### config.mk
export PLATFORM = sky130hd
export DESIGN_NAME = dcache_port_arbiter
export DESIGN_NICKNAME = d
export VERILOG_FILES = /design/src/rtl/dcache_port_arbiter.sv
export SDC_FILE = /design/constraint.sdc
export NUM_CORES = 1
export LEC_CHECK = 0
export BUFFER_PORTS_ARGS = -buffer_cell sky130_fd_sc_hd__buf_4
export CORE_AREA = 2 2 107 109
export CTS_CLUSTER_SIZE = 30
export DETAILED_ROUTE_END_ITERATION = 6
export DIE_AREA = 0 0 109 111
export MAX_ROUTING_LAYER = met4
export PLACE_DENSITY_LB_ADDON = 0.25
export SLEW_MARGIN = 20
export SYNTH_ARGS = -nofsm -noshare
export SYNTH_HDL_FRONTEND = slang
export SYNTH_SLANG_ARGS = --single-unit
### constraint.sdc
create_clock -name clk_i -period 6.1 [get_ports clk_i]
set_input_delay 0.915 -clock clk_i [delete_from_list [all_inputs] [get_ports clk_i]]
set_output_delay 0.915 -clock clk_i [all_outputs]
set_load 0.02 [all_outputs]
### src/rtl/dcache_port_arbiter.sv
// Round-robin arbiter sharing the data-cache request port among NumPorts requesters,
// with a TID pool that tags each accepted request and routes responses back to its owner.
module dcache_port_arbiter #(
  parameter int NumPorts     = 3,
  parameter int PayloadWidth = 64,
  parameter int TidWidth     = 2
) (
  input  logic                             clk_i,
  input  logic                             rst_i,
  input  logic [NumPorts-1:0]              port_req_i,
  input  logic [NumPorts*PayloadWidth-1:0] port_data_i,
  output logic [NumPorts-1:0]              port_gnt_o,
  output logic [NumPorts-1:0]              port_rvalid_o,
  output logic                             mem_req_o,
  input  logic                             mem_gnt_i,
  output logic [PayloadWidth-1:0]          mem_data_o,
  output logic [TidWidth-1:0]              mem_tid_o,
  input  logic                             mem_rvalid_i,
  input  logic [TidWidth-1:0]              mem_rtid_i,
  output logic [TidWidth:0]                outstanding_o,
  output logic                             spurious_o
);

  localparam int NT = 1 << TidWidth;
  localparam int PW = (NumPorts > 1) ? $clog2(NumPorts) : 1;

  logic [NT-1:0]       busy_q, busy_d;
  logic [PW-1:0]       owner_q [NT];
  logic [PW-1:0]       owner_d [NT];
  logic [PW-1:0]       rr_ptr_q, rr_ptr_d;
  logic                lock_vld_q, lock_vld_d;
  logic [PW-1:0]       lock_port_q, lock_port_d;
  logic [TidWidth-1:0] lock_tid_q, lock_tid_d;
  logic                spurious_q, spurious_d;

  logic                any_sel;
  logic                use_lock;
  logic [PW-1:0]       sel;
  logic                any_free;
  logic [TidWidth-1:0] free_tid;
  logic                accept;
  logic                resp_hit;

  // Selection: a stalled (locked) request keeps priority, otherwise round-robin from rr_ptr.
  always_comb begin
    any_sel  = 1'b0;
    use_lock = 1'b0;
    sel      = '0;
    if (lock_vld_q && port_req_i[lock_port_q]) begin
      any_sel  = 1'b1;
      use_lock = 1'b1;
      sel      = lock_port_q;
    end else begin
      for (int i = 0; i < NumPorts; i++) begin
        if (!any_sel && port_req_i[(int'(rr_ptr_q) + i) % NumPorts]) begin
          any_sel = 1'b1;
          sel     = PW'((int'(rr_ptr_q) + i) % NumPorts);
        end
      end
    end
  end

  always_comb begin
    free_tid = '0;
    for (int t = NT - 1; t >= 0; t--) begin
      if (!busy_q[t]) free_tid = TidWidth'(t);
    end
    any_free = ~&busy_q;
  end

  always_comb begin
    outstanding_o = '0;
    for (int t = 0; t < NT; t++) begin
      outstanding_o = outstanding_o + (TidWidth+1)'(busy_q[t]);
    end
  end

  // The TID is frozen while stalled: a response freeing a lower TID must not change it.
  assign mem_req_o  = any_sel && any_free;
  assign mem_tid_o  = use_lock ? lock_tid_q : free_tid;
  assign mem_data_o = any_sel ? port_data_i[int'(sel)*PayloadWidth +: PayloadWidth] : '0;
  assign accept     = mem_req_o && mem_gnt_i;
  assign resp_hit   = mem_rvalid_i && busy_q[mem_rtid_i];
  assign spurious_o = spurious_q;

  always_comb begin
    port_gnt_o    = '0;
    port_rvalid_o = '0;
    if (accept)   port_gnt_o[sel] = 1'b1;
    if (resp_hit) port_rvalid_o[owner_q[mem_rtid_i]] = 1'b1;
  end

  always_comb begin
    busy_d      = busy_q;
    owner_d     = owner_q;
    rr_ptr_d    = rr_ptr_q;
    lock_vld_d  = 1'b0;
    lock_port_d = lock_port_q;
    lock_tid_d  = lock_tid_q;
    spurious_d  = mem_rvalid_i && !busy_q[mem_rtid_i];
    if (accept) begin
      busy_d[mem_tid_o]  = 1'b1;
      owner_d[mem_tid_o] = sel;
      rr_ptr_d           = (int'(sel) == NumPorts - 1) ? '0 : sel + PW'(1);
    end else if (mem_req_o) begin
      lock_vld_d  = 1'b1;
      lock_port_d = sel;
      lock_tid_d  = mem_tid_o;
    end
    if (resp_hit) busy_d[mem_rtid_i] = 1'b0;
  end

  always_ff @(posedge clk_i or posedge rst_i) begin
    if (rst_i) begin
      busy_q      <= '0;
      rr_ptr_q    <= '0;
      lock_vld_q  <= 1'b0;
      lock_port_q <= '0;
      lock_tid_q  <= '0;
      spurious_q  <= 1'b0;
    end else begin
      busy_q      <= busy_d;
      rr_ptr_q    <= rr_ptr_d;
      lock_vld_q  <= lock_vld_d;
      lock_port_q <= lock_port_d;
      lock_tid_q  <= lock_tid_d;
      spurious_q  <= spurious_d;
    end
  end

  // Owner entries are only meaningful while their TID is busy, so they need no reset.
  always_ff @(posedge clk_i) begin
    owner_q <= owner_d;
  end

endmodule

==> results of run 1 <==
## final cells by class
cell class | instances | area share, %
timing repair buffer | 284 | 41.9
clock inverter | 1 | 0.590
sequential | 20 | 10.6
tap | 143 | 3.51
multi-input combinational | 281 | 41.1
clock buffer | 3 | 1.47
inverter | 12 | 0.885
## how the worst min path moves through the flow
stage / from / endpoint / slack, ns / cells after the start
floorplan: lock_tid_q[0]$_DFFE_PP0P_ / lock_tid_q[0]$_DFFE_PP0P_ / 0.48 / 1
global placement: lock_tid_q[0]$_DFFE_PP0P_ / lock_tid_q[0]$_DFFE_PP0P_ / 0.50 / 1
detailed placement: lock_tid_q[0]$_DFFE_PP0P_ / lock_tid_q[0]$_DFFE_PP0P_ / 0.50 / 1
CTS: lock_tid_q[0]$_DFFE_PP0P_ / lock_tid_q[0]$_DFFE_PP0P_ / 0.51 / 1
global route: lock_tid_q[0]$_DFFE_PP0P_ / lock_tid_q[0]$_DFFE_PP0P_ / 0.52 / 1
finish: lock_tid_q[0]$_DFFE_PP0P_ / lock_tid_q[0]$_DFFE_PP0P_ / 0.51 / 1
## metal layers
layer / vias up / track usage (%) / routed length [um]
met4: 0 / 5.98 / 300
met5: - / - / 0
met1: 2047 / 29.2 / 5900
met3: 28 / 2.41 / 922
met2: 220 / 38.8 / 7350
li1: 1981 / - / -
## placed cells by master (no fill, tap or decap), types with 4 or more instances in the layout
cell type and count:
sky130_fd_sc_hd__o211ai_1 64, sky130_fd_sc_hd__nand2_1 5, sky130_fd_sc_hd__o21ai_0 6, sky130_fd_sc_hd__mux2_4 5, sky130_fd_sc_hd__ha_1 5, sky130_fd_sc_hd__buf_4 284
sky130_fd_sc_hd__a32oi_1 64, sky130_fd_sc_hd__edfxtp_1 8, sky130_fd_sc_hd__nand2b_1 5, sky130_fd_sc_hd__inv_1 11, sky130_fd_sc_hd__dfrtp_1 12, sky130_fd_sc_hd__o31ai_1 4
sky130_fd_sc_hd__nor2_1 15, sky130_fd_sc_hd__a21oi_1 66
## sequential cells by signal, summed over array words and instances, names as in the netlist
register and cells:
busy_q 4, spurious_o 1, lock_port_q 2, owner_q 8
lock_tid_q 2, rr_ptr_q 2, lock_vld_q 1
## worst register-to-register path, cell delays in order, from the launching register on
cell and delay, ns:
sky130_fd_sc_hd__dfrtp_1 0.34, sky130_fd_sc_hd__inv_1 0.06, sky130_fd_sc_hd__ha_1 0.39, sky130_fd_sc_hd__nand2_1 0.10
sky130_fd_sc_hd__a21boi_0 0.49, sky130_fd_sc_hd__a21o_4 0.62, sky130_fd_sc_hd__nor2_1 0.22, sky130_fd_sc_hd__mux2_4 0.32
## cell families after synthesis
kind of cell / Yosys count / share of synthesized area, %
adders and majority gates: 6 / 2.90
and+or+nand+nor: 42 / 7.70
DFF: 20 / 19.0
muxes: 11 / 6.07
AOI/OAI and AO/OA: 222 / 55.4
buffers and inverters: 63 / 8.89
## power by group
part           internal [uW]  switching, uW  total (uW)
Combinational            910           1500        2420
Clock                    130           52.9         183
Sequential               193           42.7         236
Total                   1230           1600        2830
## stage by stage
step / setup slack [ns] / total power (uW) / instance area, um2 / utilization (%)
2_1_floorplan: 2.75 / 1730 / 2840 / -
3_3_place_gp: 1.88 / 2630 / 4980 / 45.0
3_5_place_dp: 1.93 / 2640 / 4980 / 45.0
4_1_cts: 1.85 / 2830 / 5090 / 45.9
5_1_grt: 1.62 / 3010 / 5090 / 46.0
6_report: 1.81 / 2830 / 5090 / 46.0
==> out/results.ini, run 1 <==
[cts]
cts_root_buffer=sky130_fd_sc_hd__clkbuf_16
number_of_clock_buffers_inserted_by_tritoncts=3
clock_net_sink_count=20
clk_pin_slew_ns=0.06
ctsHoldBuffers=0
h-tree-depth=1
clk_latency_ns=0.25
cts_tree=done
clockBufferDepth=2
postCtsResizedCells=0
cts.repair_timing.setup_buffer_count=0

[place]
io_buffers=277
dp.cells=740
gpl.final_weighted_congestion=0.926
detailedPlacementHpwl_um=10700

[cells_and_area]
layout-area-overhead-vs-synth_pct=79.1
final_layout_size_suffix_gt1_share_pct=50.7
final.fill_count=1087
multi_input_area_um2=2090
antennaDiodeCount=0
layout.nets=809
layout.cells.non_filler=744
regArea_um2=541

[timing]
timing.fmax_ghz=0.233
final_min_period_over_clock_period_pct=70.3
final-max-slew-violation-count=0
fin_worst_hold_slack_ns=0.511
finalWorstPathRequiredPeriod_ns=4.29
final_hold_viol_count=0
setup_viol_count_final=0
finClkSkew_ns=0.00127
rsz0062_at_grt=false
tightest_slew_ns=0.987
setup_total_negative_slack_ns=0
slew_headroom_pct=34.1

[yosys]
postSynthNetCount=571
synth.distinct_cells=38
yosys-top-cells-count=sky130_fd_sc_hd__a21oi_1, sky130_fd_sc_hd__a32oi_1, sky130_fd_sc_hd__o211ai_1
syn_avg_cell_area_um2=7.81
yosysTopAreaCellShare_pct=19.7
synth_enable_flop_cells=8
sequential_fraction_of_the_synthesis_area_pct=19.0
synthDominantAreaCellType=sky130_fd_sc_hd__a32oi_1
ys_async_sr_fraction_pct=60.0
post-synth-top-count-cell=sky130_fd_sc_hd__a21oi_1
synthesis.instances=364
synth_ff_type=sky130_fd_sc_hd__dfrtp_1
synth.ff_latch_count=20
cell_area_synth_um2=2840
synthesis.yosys.warnings=0
synth.top_cells.by_area=sky130_fd_sc_hd__a32oi_1, sky130_fd_sc_hd__o211ai_1, sky130_fd_sc_hd__a21oi_1

[worst_setup_path]
crit_path_start=rr_ptr_q[0]$_DFFE_PP0P_
worst_path_dominant_cell_family=compound AO/OA/AOI/OAI gates
regToRegStartpoint=rr_ptr_q[0]$_DFFE_PP0P_
worstRegToRegCells=7
critical-path-top-cell-by-count=sky130_fd_sc_hd__buf_4
worst-endpoint-arrival_ns=3.37
crit-reg2reg-capture=lock_port_q[1]$_DFFE_PP0P_
worst_setup_ep=mem_data_o[0]
cell_with_the_biggest_individual_delay_on_the_critical_path=sky130_fd_sc_hd__a21oi_4
critical_path_buf_inv_count=3
worstPathRequired_ns=5.18
ff2ff_setup_slack_ns=3.44
worstSetupPathDepth=9
crit_chain=inv_1, ha_1, nor2b_1, o21ai_0, a21oi_4, buf_4, a32oi_1, a21oi_1, buf_4
maximum_fanout_count_along_the_critical_path=35
capturing_element_type_of_the_critical_path=primary output
timing.critical_path.slowest_cell_delay_ns=0.84
critical_path.startpoint_type=register
worstSetupPathType=reg -> out

[grt]
via_count_of_the_first_global_routing_pass=4207
grt_antenna_before_repair=0
grt_max_degree=68
grt_use_total_pct=23.0
grt_remaining_overflow=0
grt_first_pass_wirelength_um=21900

[power]
powerDensity_nw_per_um2=557
ir_drop_v=0.000297
power.leakage_uw=0.00226

[route]
detail_route.wl_per_cell_um=19.5
vias=4276
drc=0
mean_number_of_vias_per_cell=5.75
drt_iter0_drc=245
antenna_left=0
routed_wirelength_um=14500
first_pass_iters=4

[die]
floorplan.initialDensity_pct=25.7
coreArea_um2=11100
row_count=39
design.die.area_um2=12100
fp.dieW_um=109
floorplan.io_pins=278
dieHeight_um=111

[hold_path]
min_path_type=reg -> reg

[outcome]
outcome=finished, final reports clean

[run]
drv.max_cap_violation_count=0

No activity file was read; power rests on OpenSTA's default activity.
==> run 2: changes to the inputs <==
- CORE_AREA: 2 2 107 109 -> 2 2 108 110
- DIE_AREA: 0 0 109 111 -> 0 0 110 112
- clock period: 6.1 -> 4.4 ns (I/O delays scaled with it)
==> run 2 against run 1 <==
Power grew 38%. Clock skew is 0.0028 ns higher. Highest routed layer unchanged. Clock-buffer cell count unchanged. Non-clock buffer count grew 4. Hold slack lost 0.070 ns.
==> out/results.ini, run 2 (synthesized netlist as in run 1, its figures left out) <==
[worst_setup_path]
critical_path.startpoint_type=register
worstSetupPathType=reg -> out
worstPathRequired_ns=3.74  ; -1.44 ns
worst-endpoint-arrival_ns=3.04  ; -0.33 ns
crit_path_start=rr_ptr_q[0]$_DFFE_PP0P_
regToRegStartpoint=rr_ptr_q[0]$_DFFE_PP0P_
capturing_element_type_of_the_critical_path=primary output
maximum_fanout_count_along_the_critical_path=38  ; +8.6%
worstRegToRegCells=7  ; unchanged

[cells_and_area]
final_layout_size_suffix_gt1_share_pct=50.9  ; +0.16 points
largest-register=owner_q
final.fill_count=1159  ; +6.6%
layout_common_cells=sky130_fd_sc_hd__buf_4, sky130_fd_sc_hd__a21oi_1, sky130_fd_sc_hd__a32oi_1, sky130_fd_sc_hd__o211ai_1, sky130_fd_sc_hd__nor2_1
layout-area-overhead-vs-synth_pct=80.4
regArea_um2=541  ; unchanged
largest_register_ffs=8  ; unchanged
multi_input_area_um2=2080  ; -0.30%
top_regs=owner_q (8), busy_q (4)
finalCoreUtilization_pct=45.9  ; -0.088 points
layout_commonest_cell=sky130_fd_sc_hd__buf_4
layout.nets=813  ; +0.49%
antennaDiodeCount=0  ; unchanged

[route]
routed.top_layer=met4
met2RoutedLength_um=7400  ; +0.64%
routedLengthMet1_um=5540  ; -6.2%
drt_iter0_drc=207  ; -16%
antenna_left=0  ; unchanged
routed_wirelength_um=14300  ; -1.5%
detail_route.wl_per_cell_um=19.1  ; -2.0%
vias=4251  ; -0.58%
drc=0  ; unchanged
first_pass_iters=5  ; +1
mean_number_of_vias_per_cell=5.68  ; -1.1%
route.met3.wl_um=772  ; -16%

[cts]
cts.repair_timing.setup_buffer_count=0  ; unchanged
h-tree-depth=1  ; unchanged
clockBufferDepth=2  ; unchanged
clk_pin_slew_ns=0.06  ; about the same
clk_latency_ns=0.25  ; about the same
postCtsResizedCells=0  ; unchanged
ctsHoldBuffers=0  ; unchanged
clock_net_sink_count=20  ; unchanged
number_of_clock_buffers_inserted_by_tritoncts=3  ; unchanged
cts_root_buffer=sky130_fd_sc_hd__clkbuf_16
cts_tree=done

[timing]
finClkSkew_ns=0.00403  ; +0.00276 ns
tightest_slew_ns=0.855  ; -0.132 ns
final_min_period_over_clock_period_pct=84.2
setup_total_negative_slack_ns=0  ; unchanged
timing.fmax_ghz=0.270
final_hold_viol_count=0  ; unchanged
final-max-slew-violation-count=0  ; unchanged
setup_viol_count_final=0  ; unchanged
slew_headroom_pct=42.9  ; +8.8 points
rsz0062_at_grt=false
finalWorstPathRequiredPeriod_ns=3.70

[grt]
grt_antenna_before_repair=0  ; unchanged
via_count_of_the_first_global_routing_pass=4261  ; +1.3%
grt_first_pass_wirelength_um=21900  ; about the same
grt_remaining_overflow=0  ; unchanged
grt_use_total_pct=22.9  ; -0.16 points
grt_max_degree=47  ; -31%

[place]
io_buffers=277  ; unchanged
detailedPlacementHpwl_um=10800  ; +0.99%
gpl.final_weighted_congestion=0.951  ; +2.7%

[power]
power.leakage_uw=0.00228  ; +0.83%
power.total_uw=3910  ; +38%
powerDensity_nw_per_um2=763  ; +37%
ir_drop_v=0.000384  ; +29%

[hold_path]
min_path_type=in -> async

[die]
row_count=39  ; unchanged
floorplan.io_pins=278  ; unchanged
design.die.area_um2=12300  ; +1.8%
floorplan.initialDensity_pct=25.4  ; -0.22 points
coreArea_um2=11200  ; +0.88%
fp.dieW_um=110  ; +0.92%
dieHeight_um=112  ; +0.90%

[outcome]
outcome=finished, final reports clean

[run]
drv.max_cap_violation_count=0  ; unchanged

run 2: cell count changes in the layout (fill, tap and decap cells not counted), sizes merged:
| cell | previous run | this run |
|---|---|---|
| buf | 284 | 288 |
| bufinv | 1 | 0 |
| clkinv | 0 | 1 |
run 2: area by class of cell:
cell class | instances | area share [%]
tap | 143 | 3.49
multi-input combinational | 281 | 40.7
timing repair buffer | 288 | 42.9
clock inverter | 1 | 0.0732
inverter | 12 | 0.878
clock buffer | 3 | 1.46
sequential | 20 | 10.5
run 2: worst paths after layout:
kind	end	slack (ns)
worst max register to register	lock_tid_q[0]$_DFFE_PP0P_	1.73
worst max-delay path	mem_data_o[13]	0.70
worst min register to register	lock_tid_q[0]$_DFFE_PP0P_	0.52
max in group asynchronous	busy_q[0]$_DFF_PP0_	3.62
worst min-delay path	lock_vld_q$_DFF_PP0_	0.44
min in group clk_i	lock_tid_q[0]$_DFFE_PP0P_	0.52
run 2: report_power, final:
| part | switching [uW] | total [uW] | internal, uW |
|---|---|---|---|
| registers | 55.2 | 323 | 267 |
| clock network | 67.3 | 188 | 121 |
| logic | 2080 | 3400 | 1320 |
| total | 2200 | 3910 | 1710 |
run 2: per-layer routing:
layer | track usage, % | vias to the layer above
li1 | - | 1999
met3 | 3.28 | 35
met2 | 39.7 | 185
met4 | 8.78 | 0
met1 | 26.1 | 2032
met5 | - | -
run 2: per-stage QoR:
step                hold slack (ns)  instances  worst slack, ns  instance area, um2
floorplan                     0.482        364             1.50                2840
global placement              0.500        744             1.12                5050
detailed placement            0.506        744            0.985                5050
CTS                           0.463        748            0.708                5130
global route                  0.493        748            0.485                5130
finish                        0.441        748            0.697                5130
run 2: critical path: stages (launching register included):
cell and delay [ns]:
sky130_fd_sc_hd__dfrtp_1 0.34, sky130_fd_sc_hd__inv_1 0.06, sky130_fd_sc_hd__ha_1 0.40, sky130_fd_sc_hd__nand2_1 0.10, sky130_fd_sc_hd__a21boi_0 0.43, sky130_fd_sc_hd__a21o_2 0.60
sky130_fd_sc_hd__buf_12 0.28, sky130_fd_sc_hd__o211ai_1 0.12, sky130_fd_sc_hd__a21oi_1 0.24, sky130_fd_sc_hd__buf_4 0.19
==> run 3: changes to the inputs <==
- CORE_AREA: 2 2 108 110 -> 2 2 106 108
- DIE_AREA: 0 0 110 112 -> 0 0 108 110
- clock period: 4.4 -> 3.2 ns (I/O delays scaled with it)
==> run 3 against run 2 <==
Clock power decreased by 7%. Utilization rose by 2.1 points. Register-to-register slack got worse by 0.94 ns. Cell area rose by 0.15%. Non-clock buffer count is 3 higher. Clock skew up 0.0043 ns. Sequential cell count did not move. Die area shrank 3.6%. Worst setup slack got worse by 0.47 ns. Via count up 0.78%. Clock-buffer cell count up 1. Critical endpoint is now mem_data_o[57]. Largest cell class unchanged. Largest power group unchanged.
==> out/results.ini, run 3 (synthesized netlist as in run 1, its figures left out) <==
[cts]
h-tree-depth=1  ; unchanged
cts_root_buffer=sky130_fd_sc_hd__clkbuf_8
clk_pin_slew_ns=0.08  ; +0.02 ns
clockBufferDepth=2  ; unchanged
number_of_clock_buffers_inserted_by_tritoncts=3  ; unchanged
clk_latency_ns=0.26  ; about the same
clock_net_sink_count=20  ; unchanged
cts_tree=done

[cells_and_area]
layout_commonest_cell=sky130_fd_sc_hd__buf_4
multi_input_area_um2=2080  ; unchanged
layout_common_cells=sky130_fd_sc_hd__buf_4, sky130_fd_sc_hd__a21oi_1, sky130_fd_sc_hd__a32oi_1, sky130_fd_sc_hd__o211ai_1, sky130_fd_sc_hd__nor2_1
largest_register_ffs=8  ; unchanged
layout.nets=816  ; +0.37%
top_regs=owner_q (8), busy_q (4)
largest-register=owner_q
layout-area-overhead-vs-synth_pct=80.6
regArea_um2=541  ; unchanged
layout.cells.non_filler=749  ; +0.13%
final_layout_size_suffix_gt1_share_pct=51.2  ; +0.24 points
final.fill_count=1047  ; -9.7%

[route]
drt_iter0_drc=266  ; +29%
vias=4284  ; +0.78%
routed_wirelength_um=14400  ; +1.2%
mean_number_of_vias_per_cell=5.72  ; +0.64%
antenna_left=0  ; unchanged
detail_route.wl_per_cell_um=19.3  ; +1.1%
first_pass_iters=4  ; -1
drc=0  ; unchanged

[grt]
grt_remaining_overflow=0  ; unchanged
grt_antenna_before_repair=1  ; +1
grt_first_pass_wirelength_um=20900  ; -4.5%
via_count_of_the_first_global_routing_pass=3997  ; -6.2%
grt_max_degree=65  ; +38%
grt_use_total_pct=22.6  ; -0.22 points

[die]
coreArea_um2=10700  ; -4.3%
floorplan.io_pins=278  ; unchanged
dieHeight_um=110  ; -1.8%
design.die.area_um2=11900  ; -3.6%
floorplan.initialDensity_pct=26.6  ; +1.1 points
fp.dieW_um=108  ; -1.8%
row_count=38  ; -2.6%

[timing]
final_hold_viol_count=0  ; unchanged
finalWorstPathRequiredPeriod_ns=2.97
rsz0062_at_grt=false
slew_headroom_pct=66.8  ; +24 points
timing.fmax_ghz=0.336
tightest_slew_ns=0.498  ; -0.357 ns
final_min_period_over_clock_period_pct=92.9
setup_total_negative_slack_ns=0  ; unchanged
final-max-slew-violation-count=0  ; unchanged
fin_worst_hold_slack_ns=0.238  ; -0.203 ns
finClkSkew_ns=0.00833  ; +0.00430 ns
setup_viol_count_final=0  ; unchanged

[worst_setup_path]
critical-path-top-cell-by-count=sky130_fd_sc_hd__buf_4
critical_path_buf_inv_count=4  ; +1
worstSetupPathType=reg -> out
worstRegToRegCells=7  ; unchanged
worstPathRequired_ns=2.72  ; -1.02 ns
worst-endpoint-arrival_ns=2.49  ; -0.55 ns
critical_path.startpoint_type=register
timing.critical_path.slowest_cell_delay_ns=0.37  ; -0.23 ns
worst_path_dominant_cell_family=compound AO/OA/AOI/OAI gates
crit_chain=inv_1, ha_1, a21o_1, a21boi_0, a31oi_4, inv_2, buf_4, a32oi_1, a21oi_1, buf_4
capturing_element_type_of_the_critical_path=primary output
ff2ff_setup_slack_ns=0.79  ; -0.94 ns
maximum_fanout_count_along_the_critical_path=15  ; -61%
worstSetupPathDepth=10  ; +1
cell_with_the_biggest_individual_delay_on_the_critical_path=sky130_fd_sc_hd__ha_1

[power]
power.leakage_uw=0.00229  ; +0.22%
ir_drop_v=0.000603  ; +57%
powerDensity_nw_per_um2=1040  ; +37%

[place]
gpl.final_weighted_congestion=0.862  ; -9.4%
dp.cells=744  ; unchanged
detailedPlacementHpwl_um=11000  ; +2.0%
io_buffers=277  ; unchanged

[run]
drv.max_cap_violation_count=0  ; unchanged

[hold_path]
min_path_type=in -> async

[outcome]
outcome=finished, final reports clean

==> run 3: cell types whose count changed in the layout (fill, tap and decap cells not counted), sizes merged <==
| cell | change |
|---|---|
| diode | +1 |
| clkbuf | +1 |
| buf | +3 |
| clkinv | -1 |
==> run 3: worst register-to-register path: stages (launching register included) <==
cell	delay, ns
sky130_fd_sc_hd__dfrtp_1	0.38
sky130_fd_sc_hd__inv_1	0.08
sky130_fd_sc_hd__ha_1	0.34
sky130_fd_sc_hd__o32a_1	0.21
sky130_fd_sc_hd__nor2_1	0.05
sky130_fd_sc_hd__o31a_2	0.38
sky130_fd_sc_hd__or3_1	0.50
sky130_fd_sc_hd__mux2_4	0.34
==> run 3: repair_timing <==
item | 4_1_cts | 5_1_grt
endpoints found under the setup margin | 0 | 38
hold buffers | 0 | 0
gates resized for setup | 0 | 4
setup buffers | 0 | 0
==> run 3: stage by stage <==
stage / worst slack, ns / util, % / area (um2) / power, uW
global placement: 0.365 / 47.5 / 5080 / 5110
detailed placement: 0.346 / 47.5 / 5080 / 5170
global route: 0.0200 / 48.0 / 5130 / 5710
finish: 0.226 / 48.0 / 5130 / 5360
CTS: 0.0549 / 47.9 / 5120 / 5360
floorplan: 0.482 / - / 2840 / 3300
==> run 3: metal layers <==
layer / part of all wire, % / vias up / track usage, %
li1: - / 2006 / -
met1: 38 / 2017 / 27.1
met2: 51 / 233 / 38.6
met3: 8.1 / 28 / 4.47
met4: 3.0 / 0 / 6.96
met5: 0 / - / -
==> run 3: cell type report <==
class,count,share of cell area (%)
Tap cell,140,3.41
Clock buffer,4,0.877
Antenna cell,1,0.0487
Timing Repair Buffer,291,43.7
Sequential cell,20,10.5
Inverter,12,0.877
Multi-Input combinational cell,281,40.6
==> run 3: path summary, 6_finish.rpt <==
path                                           start                         end
max                          rr_ptr_q[0]$_DFFE_PP0P_              mem_data_o[57]
min                                            rst_i   lock_tid_q[0]$_DFFE_PP0P_
max reg2reg                  rr_ptr_q[0]$_DFFE_PP0P_  lock_port_q[0]$_DFFE_PP0P_
min reg2reg                lock_tid_q[0]$_DFFE_PP0P_   lock_tid_q[0]$_DFFE_PP0P_
max in group asynchronous                      rst_i        spurious_o$_DFF_PP0_
min in group clk_i                      mem_rvalid_i        spurious_o$_DFF_PP0_
==> run 3: where the power goes <==
group	total [uW]	switching, uW	internal [uW]
Sequential	445	78.5	367
Clock	174	85.8	88.7
Combinational	4740	2860	1880
